### src/rtl/sys_ce_reset_gen.sv
// System reset sequencer (power-on hold, request stretch) plus NUM_CE
// programmable clock-enable channels that keep running while the core is in reset.
module sys_ce_reset_gen #(
    parameter int unsigned NUM_CE      = 2,
    parameter int unsigned DIV_W       = 8,
    parameter int unsigned NUM_SRC     = 4,
    parameter int unsigned POR_CYCLES  = 20000000,
    parameter int unsigned RST_STRETCH = 15,
    parameter int unsigned DIV_INIT    = 49,
    parameter int unsigned PHASE_INIT  = 8
) (
    input  logic                    clk_sys,
    input  logic                    reset_n,
    input  logic [NUM_SRC-1:0]      rst_req,
    input  logic [NUM_CE*DIV_W-1:0] div,
    input  logic [NUM_CE*DIV_W-1:0] phase,
    input  logic                    div_load,
    input  logic                    pause,
    output logic                    sys_reset,
    output logic                    por_done,
    output logic [NUM_CE-1:0]       ce
);

    localparam int unsigned POR_W  = $clog2(POR_CYCLES + 1);
    localparam int unsigned HOLD_W = $clog2(RST_STRETCH + 1);

    typedef enum logic [1:0] {ST_POR, ST_HOLD, ST_RUN} state_t;

    state_t              state, state_nxt;
    logic [POR_W-1:0]    por_cnt, por_cnt_nxt;
    logic [HOLD_W-1:0]   hold_cnt, hold_cnt_nxt;
    logic                por_done_nxt, sys_reset_nxt;
    logic                req_any;

    logic [DIV_W-1:0]    cnt    [NUM_CE];
    logic [DIV_W-1:0]    d_sh   [NUM_CE];
    logic [DIV_W-1:0]    p_sh   [NUM_CE];
    logic [DIV_W-1:0]    eff_ph [NUM_CE];

    assign req_any = |rst_req;

    always_ff @(posedge clk_sys or negedge reset_n) begin
        if (!reset_n) begin
            state     <= ST_POR;
            por_cnt   <= '0;
            hold_cnt  <= '0;
            por_done  <= 1'b0;
            sys_reset <= 1'b1;
        end else begin
            state     <= state_nxt;
            por_cnt   <= por_cnt_nxt;
            hold_cnt  <= hold_cnt_nxt;
            por_done  <= por_done_nxt;
            sys_reset <= sys_reset_nxt;
        end
    end

    // sys_reset is registered from the next state, so it drops on the edge entering RUN
    always_comb begin
        state_nxt     = state;
        por_cnt_nxt   = por_cnt;
        hold_cnt_nxt  = hold_cnt;
        por_done_nxt  = por_done;
        sys_reset_nxt = 1'b1;
        case (state)
            ST_POR: begin
                if (por_cnt == POR_W'(POR_CYCLES - 1)) begin
                    state_nxt    = ST_HOLD;
                    por_cnt_nxt  = '0;
                    hold_cnt_nxt = '0;
                    por_done_nxt = 1'b1;
                end else begin
                    por_cnt_nxt = por_cnt + POR_W'(1);
                end
            end
            ST_HOLD: begin
                if (req_any) begin
                    hold_cnt_nxt = '0;
                end else if (hold_cnt == HOLD_W'(RST_STRETCH - 1)) begin
                    state_nxt     = ST_RUN;
                    hold_cnt_nxt  = '0;
                    sys_reset_nxt = 1'b0;
                end else begin
                    hold_cnt_nxt = hold_cnt + HOLD_W'(1);
                end
            end
            ST_RUN: begin
                sys_reset_nxt = 1'b0;
                if (req_any) begin
                    state_nxt     = ST_HOLD;
                    hold_cnt_nxt  = '0;
                    sys_reset_nxt = 1'b1;
                end
            end
            default: begin
                state_nxt = ST_POR;
            end
        endcase
    end

    always_comb begin
        for (int unsigned k = 0; k < NUM_CE; k++) begin
            eff_ph[k] = (p_sh[k] < d_sh[k]) ? p_sh[k] : d_sh[k];
        end
    end

    // Wrap on >= so a shadow divisor below the current count cannot run away
    always_ff @(posedge clk_sys or negedge reset_n) begin
        if (!reset_n) begin
            ce <= '0;
            for (int unsigned k = 0; k < NUM_CE; k++) begin
                cnt[k]  <= '0;
                d_sh[k] <= DIV_W'(DIV_INIT);
                p_sh[k] <= DIV_W'(PHASE_INIT);
            end
        end else if (div_load) begin
            ce <= '0;
            for (int unsigned k = 0; k < NUM_CE; k++) begin
                cnt[k]  <= '0;
                d_sh[k] <= div[k*DIV_W +: DIV_W];
                p_sh[k] <= phase[k*DIV_W +: DIV_W];
            end
        end else if (pause) begin
            ce <= '0;
        end else begin
            for (int unsigned k = 0; k < NUM_CE; k++) begin
                ce[k]  <= (cnt[k] == eff_ph[k]);
                cnt[k] <= (cnt[k] >= d_sh[k]) ? '0 : cnt[k] + DIV_W'(1);
            end
        end
    end

endmodule

### config.mk
export PLATFORM = sky130hd
export DESIGN_NAME = sys_ce_reset_gen
export DESIGN_NICKNAME = d
export VERILOG_FILES = /design/src/rtl/sys_ce_reset_gen.sv
export SDC_FILE = /design/constraint.sdc
export NUM_CORES = 1
export LEC_CHECK = 0
export ABC_AREA = 1
export BUFFER_PORTS_ARGS = -buffer_cell sky130_fd_sc_hd__buf_2
export CAP_MARGIN = 40
export CORE_MARGIN = 1.5
export CORE_UTILIZATION = 43
export DETAILED_ROUTE_END_ITERATION = 8
export RECOVER_POWER = 100
export SETUP_SLACK_MARGIN = 0.02
export SLEW_MARGIN = 0
export SYNTH_ARGS = -nofsm -noshare
export SYNTH_HDL_FRONTEND = slang
export SYNTH_SLANG_ARGS = --single-unit
### constraint.sdc
create_clock -name clk_sys -period 2.62 [get_ports clk_sys]
set_input_delay 0.262 -clock clk_sys [delete_from_list [all_inputs] [get_ports clk_sys]]
set_output_delay 0.262 -clock clk_sys [all_outputs]
set_load 0.03 [all_outputs]
# [Word level (Yosys, flattened, before mapping)]
# Index checks and enable logic that the tools add are counted.
[totals] regBits=83 out_inout_bits=4 word_cells=60
[op_classes] addsub=4 n_lt_le_gt_ge=4 n_eq_ne=11 mux=23 n_reduce_logical=6
[ops] operator="2-to-1 mux 16 bit" count=2
[ops] operator="2-to-1 mux 8 bit" count=4
[ops] operator="adder 25 x 1 -> 25 bit (second input constant)" count=1
[ops] operator="equality test 25 bit (second input constant)" count=1
[ops] operator="2-to-1 mux 25 bit" count=1
[ops] operator="adder 8 x 1 -> 8 bit (second input constant)" count=2
[ops] operator="equality test 8 bit" count=2
[ops] operator=">= comparator 8 bit" count=2
[ops] operator="< comparator 8 bit" count=2
[ops] operator="2-to-1 mux 4 bit" count=4
[ops] operator="2-to-1 mux 2 bit" count=6
[ops] operator="case mux 4 bit (3 select lines)" count=1
[ops] operator="inequality test 2 bit (second input constant)" count=5
[ops] operator="case mux 2 bit (3 select lines)" count=1
[ops] operator="adder 4 x 1 -> 4 bit (second input constant)" count=1
[ops] operator="equality test 4 bit (second input constant)" count=1
[ops] operator="AND reduction 4 bit" count=1
[ops] operator="OR reduction 4 bit" count=1
[ops] operator="2-to-1 mux 1 bit" count=3
[ops] operator="AND reduction 3 bit" count=1
[ops] operator="nonzero test 3 bit" count=1
[ops] operator="equality test 2 x 1 -> 1 bit (second input constant)" count=1
[ops] operator="equality test 2 bit (second input constant)" count=1
[ops] operator="zero test 2 bit" count=1
[ops] operator="other kinds (2)" count=2

# [Depth between registers and ports, before layout]
# Gate-level depths: netlist of the first run.
[logic_depth] ltp_word=5 ltp_mapped=15

# [Least setup slack after synthesis of the first run]
# OpenSTA, ideal clock, no wires.
[synth_timing] path_type="register -> register" startpoint="register d_sh[13] (netlist name)" endpoint="register ce[0]" setup_ps=71 arrival_ps=1951 required_ps=2549 setup_slack_ps=598 stages_incl_launch_ff=12 synth_period_minus_slack_ps=2022 cell_sequence="dfstp_2 inv_1 ha_1 a21oi_1 o21a_1 nand2_1 buf_4 o21ai_0 nand2_1 nand2_1 nand3_1 nor2_1"
[synth_via] elab_chain_cells=5
[synth_lines] element="start: declaration" line_no="36" text="logic [DIV_W-1:0] d_sh [NUM_CE];"
[synth_lines] element="start signal: indexed assignment" line_no="113" text="d_sh[k] <= DIV_W'(DIV_INIT);"
[synth_lines] element="start signal: indexed assignment" line_no="120" text="d_sh[k] <= div[k*DIV_W +: DIV_W];"
[synth_lines] element="< comparator 8 bit" line_no="103" text="eff_ph[k] = (p_sh[k] < d_sh[k]) ? p_sh[k] : d_sh[k];"
[synth_lines] element="2-to-1 mux 8 bit *" line_no="103"
[synth_lines] element="equality test 8 bit *" line_no="127" text="ce[k] <= (cnt[k] == eff_ph[k]);"
[synth_lines] element="2-to-1 mux 2 bit *" line_no="123" text="end else if (pause) begin"
[synth_lines] element="2-to-1 mux 2 bit *" line_no="116" text="end else if (div_load) begin"
[synth_lines] element="end signal: indexed assignment" line_no="127"
[synth_lines] element="end: declaration" line_no="21" text="output logic [NUM_CE-1:0] ce"
# Mark *: on every way between the ends. The rest lies on a longest branch, timed or not.
# A chain may end at the register's enable or synchronous reset.

# [Worst setup path after layout of the first run]
[layout_timing] startpoint="register state[0]" endpoint="register por_cnt[23]"
[layout_via] elab_chain_cells=1
[layout_lines] element="start: declaration" line_no="29" text="state_t state, state_nxt;"
[layout_lines] element="start signal: assignment" line_no="50" text="state <= state_nxt;"
[layout_lines] element="zero test 2 bit" line_no="65" text="case (state)"
[layout_lines] element="end signal: assignment" line_no="51" text="por_cnt <= por_cnt_nxt;"
[layout_lines] element="end: declaration" line_no="30" text="logic [POR_W-1:0] por_cnt, por_cnt_nxt;"
# Every way passes these cells.

==> results of run 1 <==
-- power groups by stage --
stage               logic [mW]  clock network, mW  registers, mW
floorplan                0.348                  0           1.39
global placement         0.472                  0           1.40
detailed placement       0.486                  0           1.40
CTS                      0.491               1.24           1.38
global route             0.564               1.30           1.38
finish                   0.484               1.22           1.38
-- repair_timing --
action,CTS,global route
hold endpoints to repair,31,0
gates resized for setup,0,1
hold buffers,1,0
setup endpoints to repair,0,1
-- routing by layer --
metal  track usage, %  up-vias  part of all wire [%]
met5                0        -                     0
met4             7.93        0                   2.0
met3             3.05       18                   3.2
met2             31.4       79                    45
met1             27.0     2063                    50
li1                 -     2296                     -
-- path summary, 6_finish.rpt --
check,to,startpoint,slack (ns)
min in group asynchronous,d_sh[14],reset_n,0.58
max,por_cnt[23],state[0],0.29
max in group asynchronous,p_sh[1],reset_n,0.47
min,p_sh[3],phase[11],0.11
min reg2reg,por_done,por_done,0.47
max reg2reg,por_cnt[23],state[0],0.29
-- layout by cell type (no fill, tap or decap), types with 3 or more instances in the layout --
cell,netlist,routed
o211ai_1,6,6
inv_1,84,84
buf_2,1,38
ha_1,39,39
nor4_1,7,7
dfstp_2,9,7
clkbuf_1,9,7
or2_2,4,4
nand2_1,162,162
o22ai_1,6,6
xor2_1,8,8
clkbuf_16,0,9
o21ai_0,64,64
nand2_2,4,4
dfrtp_1,74,74
nand4_1,21,22
a21oi_1,26,26
o21a_1,4,4
xnor2_1,3,3
nor2_1,32,34
nand3_1,58,60
nor3_1,16,17
-- final cells by class --
cell class	count	share of cell area [%]
flip-flops and latches	83	36.7
repair buffers	48	4.26
clock buffers	12	4.50
clock inverters	4	0.439
multi-input cells	476	45.4
inverters	84	5.54
well taps	143	3.14
-- worst max-delay path, cell delays in order, from the launching register on --
cell	delay, ns
dfrtp_1	0.41
inv_1	0.10
ha_1	0.30
nand2_4	0.08
nor2_4	0.10
nand2_1	0.07
nor2_1	0.23
nand4_1	0.26
or2_0	0.34
nor3_1	0.21
xor2_1	0.16
-- kinds of logic (layout without fill, tap and decap cells) --
group | Yosys count | after routing
compound gates | 110 | 110
xor+xnor | 11 | 11
fa+ha+maj | 39 | 39
buf+inv | 96 | 148
flops | 83 | 83
simple gates | 316 | 316
-- registers in the layout, indices dropped and copies added, names as in the netlist --
| signal | flops |
|---|---|
| por_cnt | 25 |
| cnt | 16 |
| d_sh | 16 |
| p_sh | 16 |
| hold_cnt | 4 |
| ce | 2 |
| state | 2 |
| por_done | 1 |
| sys_reset | 1 |
==> summary.md, run 1 <==
| Metric | Value |
|---|---|
| Status | completed |
| Hold crit path type | in2reg |
| Post-route ant nets | 0 |
| Final hold vios | 0 |
| Seq. cell area | 2090 um2 |
| Post-Synth Adder-Cell Area | 9.58% |
| Post-Syn Instances | 655 |
| Final period utilization | 88.8% |
| Layout cells sized above 1 | 10.6% |
| Yosys top cell area share | 36.4% |
| Power Density | 541 nW/um2 |
| Net count after synthesis | 734 |
| Worst hold slack | 0.113 ns |
| Die Y | 112 um |
| Largest area contributor in the netlist | dfrtp_1 |
| Total CTS buffers | 9 |
| DR iter-0 viols | 202 |
| Post-DP HPWL | 8730 um |
| Total internal power | 2.20 mW |
| CP Max Fanout | 5 |
| Clk root buf | clkbuf_16 |
| Horiz. Die Dim | 112 um |
| Routability Congestion | 0.876 |
| CP arrival | 2.60 ns |
| Final #Nets | 781 |
| Main combinational cell family by area after synthesis | simple AND/OR/NAND/NOR gates |
| Simple-gate share of the synthesized area | 28.5% |
| Final core occ | 49.7% |
| Mux share of post-synthesis cell area | 0% |
| Worst-margin pin slew | 1.17 ns |
| Relative slew slack | 22.1% |
| RSZ-0062 raised after global routing | no |
| Vias in the first global route | 4326 |
| Netlist Area Pre-Place | 5090 um2 |
| First-pass GRT wire length | 20100 um |
| Power, Total | 3.08 mW |
| Flop pwr share | 44.8% |
| Clock slew at reported path FFs | 0.06 ns |
| Ys Warns | 0 |
| Synth cell count leaders | nand2_1 (162), inv_1 (84), dfrtp_1 (74) |
| I/O pin cnt | 44 |
| Combinational power share | 15.7% |
| Final Setup Violations | 0 |
| Net Sw Frac | 28.5% |
| Peak supply drop | 274 uV |
| Max cap viols | 0 |
| Lkg Pwr | 2.75 nW |
| Area growth from synthesis to final layout | 11.8% |
| Fmax | 430 MHz |
| Congestion Overflow GR | 0 |
| GRT Total Usage | 19.7% |
| Worst Setup End Kind | flop |
| Most common cell in the netlist | nand2_1 |
| R2R cell count | 10 |
| Die area | 12500 um2 |
| Register bit total from synthesis | 83 |
| Via/cell ratio | 5.24 |
| Compound-Gate Fraction of Synth Area | 11.7% |
| Placed Cells | 833 |
| Worst Clk Skew | 0.00577 ns |
| # diodes | 0 |
| Placed instance area | 5470 um2 |
| # rows | 39 |
| Kind of critical path | reg2reg |
| Async set-reset flop share out of synthesis | 100% |
| Number of synthesized flops with an enable pin | 0 |
| Setup Buffers After CTS | 0 |
| Multi-input logic area | 2590 um2 |
| DRT Pass-1 Iters | 5 |
| Slew Viols, Final | 0 |
| Critical path startpoint category | flop |
| Initial antenna violation count | 0 |
| Residual DRC | 0 |
| Unique masters post-synth | 34 |
| Vias after detailed routing | 4456 |
| H-tree depth | 3 |
| Starting density of the core | 44.4% |
| Clock buffer depth | 2 |
| PnR worst setup slack | 0.293 ns |
| Layout Cells excl Fill | 850 |
| Largest net degree at the start of global routing | 49 |
| Worst skew pair latency | 0.35 ns |
| CTS tree | built |
| Syn_area_per_cell | 7.77 um2 |
| Layout fillers | 1090 |
| Sequential area share after synthesis | 41.0% |
| Crit path time final | 2.33 ns |
| Worst Hold Path Cells | 3 |
| Post-Route WL | 11600 um |
| P_sw | 0.877 mW |
| Clk sinks | 83 |
| Clk network pwr share | 39.5% |
| Final Instance Area | 5690 um2 |
| XOR/XNOR share of the synthesized area | 1.89% |
| Area contributors post-synth | dfrtp_1 (36%), nand2_1 (12%), ha_1 (9.6%) |
| Place WS | 0.341 ns |
| Total Neg Setup Slack | 0 ns |
| # port buffers | 43 |
| WP data required | 2.89 ns |
| Top_reg_cell synth | dfrtp_1 |
| DR WL/cell | 13.7 um |
| Core box area | 11500 um2 |
Note: power is estimated with default switching activity, not from simulation.
==> inputs of run 2 (changes only) <==
--- a/config.mk
+++ b/config.mk
@@ -11,7 +11,7 @@
 export CORE_MARGIN = 1.5
 export CORE_UTILIZATION = 43
 export DETAILED_ROUTE_END_ITERATION = 8
-export RECOVER_POWER = 100
+export RECOVER_POWER = 25
 export SETUP_SLACK_MARGIN = 0.02
 export SLEW_MARGIN = 0
 export SYNTH_ARGS = -nofsm -noshare
==> run 2 against run 1 <==
  * Worst hold slack worse by 0.00085 ns
  * Worst setup slack better by 0.0062 ns
  * Clock skew grew 0.00063 ns
  * Wire length is 0.21% higher
  * Sequential share of layout area is 0.45 points lower
  * Die area unchanged
  * Sequential power is essentially flat
  * First-iteration DRC count shrank 12%
  * Utilization increased by 0.61 points
  * Critical path type unchanged
==> summary.md, run 2 (synthesis results as in run 1) <==
| Metric | Value |
|---|---|
| Slew Viols, Final | 0 (unchanged) |
| R2R cell count | 12 (was 10) |
| Crit path max-delay cell type | dfstp_2 (was dfrtp_1) |
| Final hold vios | 0 (unchanged) |
| Clk sinks | 83 (unchanged) |
| Power Density | 535 nW/um2 (was 541 nW/um2) |
| Seq. cell area | 2090 um2 (unchanged) |
| Setup Buffers After CTS | 0 (unchanged) |
| Post-Route WL | 11700 um (was 11600 um) |
| CTS tree | built (unchanged) |
| Lkg Pwr | 2.80 nW (was 2.75 nW) |
| Slack of the worst reg-to-reg path | 0.30 ns (was 0.29 ns) |
| Flop pwr share | 44.7% (was 44.8%) |
| Net Sw Frac | 28.4% (was 28.5%) |
| Max cap viols | 0 (unchanged) |
| Clock buffer depth | 2 (unchanged) |
| # rows | 39 (unchanged) |
| Commonest cells after routing, fill and taps aside | nand2_1 (161), inv_1 (84), dfrtp_1 (74) (was nand2_1 (162), inv_1 (84), dfrtp_1 (74)) |
| Worst Setup End Kind | flop (unchanged) |
| Largest net degree at the start of global routing | 49 (unchanged) |
| RR Startpoint | d_sh[5] (was state[0]) |
| Kind of critical path | reg2reg (unchanged) |
| WP buf/inv | 1 (unchanged) |
| Status | completed (unchanged) |
| Core box area | 11500 um2 (unchanged) |
| Layout cells sized above 1 | 12.7% (was 10.6%) |
| CP Cell Sequence | inv_1 > ha_1 > a21oi_1 > o21a_1 > nand2_1 > nand2_1 > nand2_1 > nand2_1 > nand2_1 > nor2_1 > nand3_1 > nor2_1 (was inv_1 > ha_1 > nand2_4 > nor2_4 > nand2_1 > nor2_1 > nand4_1 > or2_0 > nor3_1 > xor2_1) |
| Worst Clk Skew | 0.00640 ns (was 0.00577 ns) |
| Multi-input logic area | 2630 um2 (was 2590 um2) |
| Power, Total | 3.09 mW (was 3.08 mW) |
| PnR worst setup slack | 0.299 ns (was 0.293 ns) |
| Final Setup Violations | 0 (unchanged) |
| RSZ-0062 raised after global routing | no (unchanged) |
| Post-DP HPWL | 8730 um (unchanged) |
| Peak supply drop | 274 uV (about the same) |
| DRT Pass-1 Iters | 5 (unchanged) |
| Final #Nets | 781 (unchanged) |
| CP top delay family | simple AND/OR/NAND/NOR gates (unchanged) |
| # port buffers | 43 (unchanged) |
| Horiz. Die Dim | 112 um (unchanged) |
| Congestion Overflow GR | 0 (unchanged) |
| Total Neg Setup Slack | 0 ns (unchanged) |
| Vias in the first global route | 4326 (unchanged) |
| GRT Total Usage | 19.7% (unchanged) |
| P_sw | 0.878 mW (was 0.877 mW) |
| First-pass GRT wire length | 20100 um (unchanged) |
| Final Instance Area | 5760 um2 (was 5690 um2) |
| Die area | 12500 um2 (unchanged) |
| Reg with most FFs | por_cnt (unchanged) |
| End of the worst hold path | p_sh[3] (unchanged) |
| CP Max Fanout | 16 (was 5) |
| DR iter-0 viols | 178 (was 202) |
| Routability Congestion | 0.876 (unchanged) |
| DR WL/cell | 13.7 um (about the same) |
| Placed instance area | 5470 um2 (unchanged) |
| H-tree depth | 3 (unchanged) |
| Commonest non-fill, non-tap cell in the layout | nand2_1 (unchanged) |
| Crit path time final | 2.32 ns (was 2.33 ns) |
| Total CTS buffers | 9 (unchanged) |
| Clk root buf | clkbuf_16 (unchanged) |
| Slowest cell delay on critical path | 0.53 ns (was 0.41 ns) |
| Post-route ant nets | 0 (unchanged) |
| Final period utilization | 88.6% (was 88.8%) |
| Hold crit path type | in2reg (unchanged) |
| Residual DRC | 0 (unchanged) |
| Critical Path Start | d_sh[5] (was state[0]) |
| Layout fillers | 1082 (was 1090) |
| Total internal power | 2.21 mW (was 2.20 mW) |
| R2r endpoint | ce[1] (was por_cnt[23]) |
| Worst-margin pin slew | 0.930 ns (was 1.17 ns) |
| Crit. path cell count | 12 (was 10) |
| Clock slew at reported path FFs | 0.06 ns (about the same) |
| Die Y | 112 um (unchanged) |
| Max reg flops | 25 (unchanged) |
| Vias after detailed routing | 4452 (was 4456) |
| Worst skew pair latency | 0.35 ns (about the same) |
| Hold Crit Start | phase[11] (unchanged) |
| WP data required | 2.90 ns (was 2.89 ns) |
| Initial antenna violation count | 0 (unchanged) |
| # diodes | 0 (unchanged) |
| Starting density of the core | 44.4% (unchanged) |
| Most used cell, CP | nand2_1 |
| CP arrival | 2.60 ns (about the same) |
| Place WS | 0.341 ns (unchanged) |
| Combinational power share | 15.8% (was 15.7%) |
| Area growth from synthesis to final layout | 13.2% (was 11.8%) |
| Relative slew slack | 38.0% (was 22.1%) |
| Fmax | 431 MHz (was 430 MHz) |
| Final core occ | 50.3% (was 49.7%) |
| Critical path startpoint category | flop (unchanged) |
| Via/cell ratio | 5.24 (about the same) |
| Worst Hold Path Cells | 3 (unchanged) |
| I/O pin cnt | 44 (unchanged) |
| Clk network pwr share | 39.5% (about the same) |
-- run 2: repair_timing --
action                                 in CTS  in global routing
gates resized for setup                     0                  1
setup endpoints to repair                   0                  1
hold buffers                                1                  0
endpoints found under the hold margin      31                  0
-- run 2: tightest hold or removal path: stages --
cell and delay, ns:
buf_2 0.09, nand2_1 0.05, nand2_1 0.05
-- run 2: final cells by class --
class                           count  area share, %
Sequential cell                    83           36.2
Timing Repair Buffer               48           4.65
Clock inverter                      4          0.434
Inverter                           84           5.47
Multi-Input combinational cell    476           45.7
Clock buffer                       12           4.45
Tap cell                          143           3.10
-- run 2: layer usage --
layer,up-vias,GRT usage [%],share of wire [%]
met2,89,31.4,45
met4,0,7.93,2.0
met1,2052,27.0,49
li1,2295,-,-
met5,-,0,0
met3,16,3.05,3.8
-- run 2: per-stage QoR --
stage | hold slack [ns] | instances
after global routing | 0.119 | 850
after floorplan | -0.0336 | 655
after detailed placement | 0.257 | 833
after CTS | 0.104 | 850
after global placement | 0.253 | 833
final | 0.112 | 850
-- run 2: how the worst max path moves through the flow --
stage             to
6_report       ce[1]
3_5_place_dp   ce[0]
2_1_floorplan  ce[0]
4_1_cts        ce[0]
3_3_place_gp   ce[0]
5_1_grt        ce[1]
-- run 2: power by group through the flow --
stage                     logic (mW)  registers [mW]  clock network [mW]
after detailed placement       0.486            1.40                   0
after global routing           0.568            1.38                1.30
final                          0.488            1.38                1.22
after floorplan                0.348            1.39                   0
after CTS                      0.491            1.38                1.24
after global placement         0.472            1.40                   0
